<file path="src/rtl/cga_pkg.sv">
`default_nettype none
// ============================================================================
// Module  : cga_pkg
// Brief   : Shared types and defaults for the CGA VRAM arbiter slice.
// Revision: 1.0
// ============================================================================
package cga_pkg;

   localparam int c_ADDR_W_DEFAULT = 14;

   typedef enum logic [2:0] {
      ST_IDLE = 3'd0,
      ST_WAIT = 3'd1,
      ST_A2   = 3'd2,
      ST_A3   = 3'd3,
      ST_DONE = 3'd4
   } arb_state_t;

endpackage
`default_nettype wire

</file>
<file path="src/rtl/cga_vram_arbiter_if.sv">
`default_nettype none
// ============================================================================
// Module  : cga_vram_arbiter_if
// Brief   : CPU (ISA) request/acknowledge bus into the VRAM arbiter.
// Revision: 1.0
// ============================================================================
interface cga_vram_arbiter_if
   import cga_pkg::*;
#(
   parameter int ADDR_W = c_ADDR_W_DEFAULT
);
   logic              cpu_req;
   logic              cpu_rdy;
   logic              cpu_we;
   logic [ADDR_W-1:0] cpu_addr;
   logic [7:0]        cpu_wdata;
   logic              cpu_ack;
   logic [7:0]        cpu_rdata;

   modport master (
      output cpu_req, cpu_we, cpu_addr, cpu_wdata,
      input  cpu_rdy, cpu_ack, cpu_rdata
   );

   modport slave (
      input  cpu_req, cpu_we, cpu_addr, cpu_wdata,
      output cpu_rdy, cpu_ack, cpu_rdata
   );
endinterface
`default_nettype wire

</file>
<file path="src/rtl/cga_vram_arbiter.sv">
`default_nettype none
// ============================================================================
// Module  : cga_vram_arbiter
// Brief   : Shares the single-ported VRAM between display fetch and CPU access.
// Revision: 1.0
// ============================================================================
module cga_vram_arbiter
   import cga_pkg::*;
#(
   parameter int ADDR_W = c_ADDR_W_DEFAULT
) (
   input  wire logic              clk,
   input  wire logic              reset,
   input  wire logic              vram_read,
   input  wire logic              vram_read_a0,
   input  wire logic              vram_read_char,
   input  wire logic              vram_read_att,
   input  wire logic              isa_op_enable,
   input  wire logic [ADDR_W-2:0] disp_addr,
   cga_vram_arbiter_if.slave      cpu,
   output logic      [ADDR_W-1:0] ram_a,
   output logic                   ram_we,
   output logic      [7:0]        ram_d,
   input  wire logic [7:0]        ram_q,
   output logic      [7:0]        char_byte,
   output logic      [7:0]        attr_byte,
   output logic                   conflict
);

   arb_state_t        r_state;
   arb_state_t        w_next;
   logic              r_we;
   logic [ADDR_W-1:0] r_addr;
   logic [7:0]        r_wdata;
   logic [7:0]        r_rdata;
   logic [7:0]        r_char;
   logic [7:0]        r_attr;
   logic              r_conflict;

   always_ff @(posedge clk or posedge reset) begin
      if (reset) begin
         r_state <= ST_IDLE;
      end else begin
         r_state <= w_next;
      end
   end

   always_comb begin
      w_next = r_state;
      case (r_state)
         ST_IDLE: if (cpu.cpu_req) w_next = ST_WAIT;
         ST_WAIT: if (isa_op_enable) w_next = ST_A2;
         ST_A2:   w_next = ST_A3;
         ST_A3:   w_next = ST_DONE;
         ST_DONE: w_next = ST_IDLE;
         default: w_next = ST_IDLE;
      endcase
   end

   always_ff @(posedge clk or posedge reset) begin
      if (reset) begin
         r_we       <= 1'b0;
         r_addr     <= '0;
         r_wdata    <= 8'h00;
         r_rdata    <= 8'h00;
         r_char     <= 8'h00;
         r_attr     <= 8'h00;
         r_conflict <= 1'b0;
      end else begin
         if (r_state == ST_IDLE && cpu.cpu_req) begin
            r_we    <= cpu.cpu_we;
            r_addr  <= cpu.cpu_addr;
            r_wdata <= cpu.cpu_wdata;
         end
         // RAM output during A3 carries the byte addressed in A2.
         if (r_state == ST_A3 && !r_we) begin
            r_rdata <= ram_q;
         end
         if (vram_read_char) begin
            r_char <= ram_q;
         end
         if (vram_read_att) begin
            r_attr <= ram_q;
         end
         if (vram_read && (r_state == ST_A2 || r_state == ST_A3)) begin
            r_conflict <= 1'b1;
         end
      end
   end

   // Display fetch always wins the port; DONE needs no port at all.
   assign ram_a         = vram_read ? {disp_addr, vram_read_a0} : r_addr;
   assign ram_we        = (r_state == ST_A2) && r_we && !vram_read;
   assign ram_d         = r_wdata;

   assign cpu.cpu_rdy   = (r_state == ST_IDLE);
   assign cpu.cpu_ack   = (r_state == ST_DONE);
   assign cpu.cpu_rdata = r_rdata;

   assign char_byte     = r_char;
   assign attr_byte     = r_attr;
   assign conflict      = r_conflict;

endmodule
`default_nettype wire

</file>
<file path="src/flat_wrapper.sv">
// flat-port wrapper written by rule: the top's interface ports become plain ports
module cga_vram_arbiter_flat import cga_pkg::*;
#(
   parameter int ADDR_W = c_ADDR_W_DEFAULT
)
  (clk, reset, vram_read, vram_read_a0, vram_read_char, vram_read_att, isa_op_enable, disp_addr, ram_a, ram_we, ram_d, ram_q, char_byte, attr_byte, conflict, cpu_cpu_req, cpu_cpu_we, cpu_cpu_addr, cpu_cpu_wdata, cpu_cpu_rdy, cpu_cpu_ack, cpu_cpu_rdata);
  cga_vram_arbiter_if #(.ADDR_W(ADDR_W)) cpu_i ();
  input  wire logic clk;
  input  wire logic reset;
  input  wire logic vram_read;
  input  wire logic vram_read_a0;
  input  wire logic vram_read_char;
  input  wire logic vram_read_att;
  input  wire logic isa_op_enable;
  input  wire logic [ADDR_W-2:0] disp_addr;
  output logic      [ADDR_W-1:0] ram_a;
  output logic ram_we;
  output logic      [7:0] ram_d;
  input  wire logic [7:0] ram_q;
  output logic      [7:0] char_byte;
  output logic      [7:0] attr_byte;
  output logic conflict;
  input wire logic [$bits(cpu_i.cpu_req)-1:0] cpu_cpu_req;
  input wire logic [$bits(cpu_i.cpu_we)-1:0] cpu_cpu_we;
  input wire logic [$bits(cpu_i.cpu_addr)-1:0] cpu_cpu_addr;
  input wire logic [$bits(cpu_i.cpu_wdata)-1:0] cpu_cpu_wdata;
  output wire logic [$bits(cpu_i.cpu_rdy)-1:0] cpu_cpu_rdy;
  output wire logic [$bits(cpu_i.cpu_ack)-1:0] cpu_cpu_ack;
  output wire logic [$bits(cpu_i.cpu_rdata)-1:0] cpu_cpu_rdata;
  assign cpu_i.cpu_req = cpu_cpu_req;
  assign cpu_i.cpu_we = cpu_cpu_we;
  assign cpu_i.cpu_addr = cpu_cpu_addr;
  assign cpu_i.cpu_wdata = cpu_cpu_wdata;
  assign cpu_cpu_rdy = cpu_i.cpu_rdy;
  assign cpu_cpu_ack = cpu_i.cpu_ack;
  assign cpu_cpu_rdata = cpu_i.cpu_rdata;
  cga_vram_arbiter #(.ADDR_W(ADDR_W)) u_core (.clk(clk), .reset(reset), .vram_read(vram_read), .vram_read_a0(vram_read_a0), .vram_read_char(vram_read_char), .vram_read_att(vram_read_att), .isa_op_enable(isa_op_enable), .disp_addr(disp_addr), .cpu(cpu_i), .ram_a(ram_a), .ram_we(ram_we), .ram_d(ram_d), .ram_q(ram_q), .char_byte(char_byte), .attr_byte(attr_byte), .conflict(conflict));
endmodule
</file>
<file path="config.mk">
export PLATFORM = sky130hd
export DESIGN_NAME = cga_vram_arbiter_flat
export DESIGN_NICKNAME = d
export VERILOG_FILES = /design/src/rtl/cga_pkg.sv /design/src/rtl/cga_vram_arbiter_if.sv /design/src/rtl/cga_vram_arbiter.sv /design/src/flat_wrapper.sv
export SDC_FILE = /design/constraint.sdc
export NUM_CORES = 1
export LEC_CHECK = 0
export BUFFER_PORTS_ARGS = -buffer_cell sky130_fd_sc_hd__buf_2
export CELL_PAD_IN_SITES_DETAIL_PLACEMENT = 0
export CELL_PAD_IN_SITES_GLOBAL_PLACEMENT = 1
export CORE_MARGIN = 2
export CORE_UTILIZATION = 37
export CTS_BUF_LIST = sky130_fd_sc_hd__clkbuf_4
export CTS_CLUSTER_DIAMETER = 40
export DETAILED_ROUTE_END_ITERATION = 12
export PLACE_DENSITY_LB_ADDON = 0.1
export SYNTH_ARGS = -nofsm -noshare
export SYNTH_HDL_FRONTEND = slang
export SYNTH_SLANG_ARGS = --single-unit
</file>
<file path="constraint.sdc">
create_clock -name clk -period 2.2 [get_ports clk]
set_clock_uncertainty 0.1 [all_clocks]
set_input_delay 0.44 -clock clk [delete_from_list [all_inputs] [get_ports clk]]
set_output_delay 0.44 -clock clk [all_outputs]
set_load 0.005 [all_outputs]
</file>
==> flow_metrics.env <==
export IMPL_design_core_area_mm2=0.00554
export IMPL_crit_fanout=9
export IMPL_hold_violations=0
export IMPL_ys_top_cells_by_area="dfrtp_1 (60%), mux2_2 (32%), buf_6 (1.6%)"
export IMPL_pwr_share_clk=0.140
export IMPL_p_seq_frac=0.508
export IMPL_fmax_ghz=0.504
export IMPL_irDropWorstVdd_uv=405
export IMPL_crit_path_end_kind="primary output"
export IMPL_max_cap_violations=0
export IMPL_fin_crit_ns=1.98
export IMPL_cts_sinks=51
export IMPL_yosysWarningCount=0
export IMPL_min_path_type="in2reg"
export IMPL_total_power_uw=2950
export IMPL_drv_slew=0
export IMPL_fillCellCount=526
export IMPL_postRouteAntennaNets=0
export IMPL_crit_family="flip-flops"
export IMPL_finalCritPeriodShare=0.902
export IMPL_outcome="complete, no violations"
export IMPL_ctsLongestPathBuffers=2
export IMPL_io_buffers=101
export IMPL_gp_congestion=0.694
export IMPL_reg2reg_slack_ns=0.44
export IMPL_htreeDepth=2
export IMPL_grt_first_pass_wirelength_um=7450
export IMPL_yosys_register_bits=51
export IMPL_switching_share=0.296
export IMPL_diodes=0
export IMPL_grt_usage=0.150
export IMPL_setup_tns_final_ns=0
export IMPL_grt_max_degree=24
export IMPL_vias=1492
export IMPL_detail_route_iter0_violations=18
export IMPL_finalCoreUtilization=0.502
export IMPL_globalRouteOverflowTotal=0
export IMPL_worst_path_largest_cell_delay_ns=0.55
export IMPL_slowest_stage="dfrtp_1"
export IMPL_synth_nets=189
export IMPL_yosysTopAreaCellShare=0.596
export IMPL_vias_per_cell=4.75
export IMPL_critPathKind="reg2out"
export IMPL_antenna_found_initial=0
export IMPL_drc=0
export IMPL_cts_buffers=5
export IMPL_ys_types=20
export IMPL_fp_dieArea_mm2=0.00641
export IMPL_combPwrFrac=0.352
export IMPL_num_nets_final=293
export IMPL_die_y_um=80.0
export IMPL_wl_per_cell_um=14.6
export IMPL_path_buf_inv=1
export IMPL_power_leakage_uw=0.00134
export IMPL_avgSynthCellArea_um2=15.6
export IMPL_p_int_uw=2080
export IMPL_cp_data_required_time_ns=1.66
export IMPL_path_cells="nor2b_1 > and3_1 > buf_2"
export IMPL_relSlewSlack=0.719
export IMPL_num_rows=27
export IMPL_root_buffer="clkbuf_4"
export IMPL_setup_violations_final=0
export IMPL_rsz0062_at_grt="no"
export IMPL_wl_um=4570
export IMPL_yosysSeqAreaShare=0.596
export IMPL_netlist_area_mm2=0.00214
export IMPL_first_pass_iters=2
export IMPL_drive_gt1_frac=0.731
export IMPL_syn_instance_count=137
export IMPL_clk_latency_ns=0.36
export IMPL_syn_to_final_growth_pct=29.9
export IMPL_cts_tree="built"
export IMPL_cp_arrival_ns=1.44
export IMPL_start_kind="flop"
export IMPL_netSwitchingPower_uw=873
export IMPL_dieWidth_um=80.0
export IMPL_grt_pass1_vias=1572
export IMPL_worst_slew_pin_slew_ns=0.422
export IMPL_power_density_mw_per_mm2=1060
export IMPL_pin_count=102
export IMPL_cts_clk_slew_worst_paths_ns=0.15
export IMPL_synth_top_area_cell="dfrtp_1"
export IMPL_whs_ns=0.202
export IMPL_hpwl_um=3600
export IMPL_start_util=0.386
path summary, 6_finish.rpt:
| check | cells after the start | startpoint | end |
|---|---|---|---|
| max | 3 | u_core.r_state[1] | ram_we |
| min | 2 | cpu_cpu_addr[3] | u_core.r_addr[3] |
| max reg2reg | 3 | u_core.r_state[0] | u_core.ram_d[1] |
| min reg2reg | 1 | u_core.conflict | u_core.conflict |
| max in group asynchronous | 4 | reset | u_core.ram_d[0] |
| min in group asynchronous | 3 | reset | u_core.char_byte[3] |
cells in the mapped netlist:
master,n
a21o_1,1
a21oi_1,1
and2_1,1
and3_1,1
buf_2,2
buf_6,3
clkbuf_1,3
clkbuf_2,1
dfrtp_1,51
inv_1,1
mux2_2,61
nand2b_1,1
nand3b_1,1
nor2_1,1
nor2b_1,1
nor3_1,3
nor3b_1,1
nor4b_4,1
nor4bb_1,1
o21a_1,1
stage by stage:
stage,setup WS (ns),std cells,cell area [um2]
floorplan,0.385,137,2140
global placement,0.432,305,2710
detailed placement,0.393,305,2710
CTS,0.195,314,2780
global route,0.104,314,2780
finish,0.217,314,2780
final cells by class:
| class | instances | area, um2 | share of cell area |
|---|---|---|---|
| Inverter | 1 | 3.75 | 0.00135 |
| Sequential cell | 51 | 1280 | 0.459 |
| Multi-Input combinational cell | 76 | 806 | 0.290 |
| Tap cell | 72 | 90.1 | 0.0324 |
| Timing Repair Buffer | 106 | 546 | 0.196 |
| Clock inverter | 2 | 12.5 | 0.00450 |
| Clock buffer | 6 | 45.0 | 0.0162 |
repair_timing:
action,in CTS,in global routing
endpoints found under the hold margin,18,0
setup buffers,0,0
resized for setup,0,0
setup endpoints to repair,0,0
hold buffers,1,0
sequential cells by signal, indices dropped and copies added, names as in the netlist:
signal                flops
u_core.conflict           1
u_core.attr_byte          8
u_core.ram_d              8
u_core.r_addr            14
u_core.r_we               1
u_core.cpu.cpu_rdata      8
u_core.r_state            3
u_core.char_byte          8
power by group through the flow:
stage | Clock [uW] | Sequential, uW | Combinational, uW
2_1_floorplan | 0 | 1460 | 701
3_3_place_gp | 0 | 1500 | 1030
3_5_place_dp | 0 | 1530 | 1070
4_1_cts | 435 | 1500 | 1070
5_1_grt | 479 | 1550 | 1150
6_report | 413 | 1500 | 1040
kinds of logic after synthesis:
| group | Yosys count | synth area share |
|---|---|---|
| and+or+nand+nor | 12 | 0.0433 |
| muxes | 61 | 0.321 |
| buffers and inverters | 10 | 0.0298 |
| DFF | 51 | 0.596 |
| AOI/OAI and AO/OA | 3 | 0.00936 |
layer usage:
metal | global-route usage | part of all wire
met3 | 0.0407 | 0.082
met1 | 0.170 | 0.38
met4 | 0.0356 | 0.011
met2 | 0.279 | 0.53
met5 | 0 | 0
placed cells by master, fill, tap and decap left out, types with 3 or more instances in the layout:
cell / instances
buf_2: 101
buf_4: 4
clkbuf_4: 6
dfrtp_1: 51
mux2_2: 61
nor3_1: 3
(Power assumes the default switching activity.)
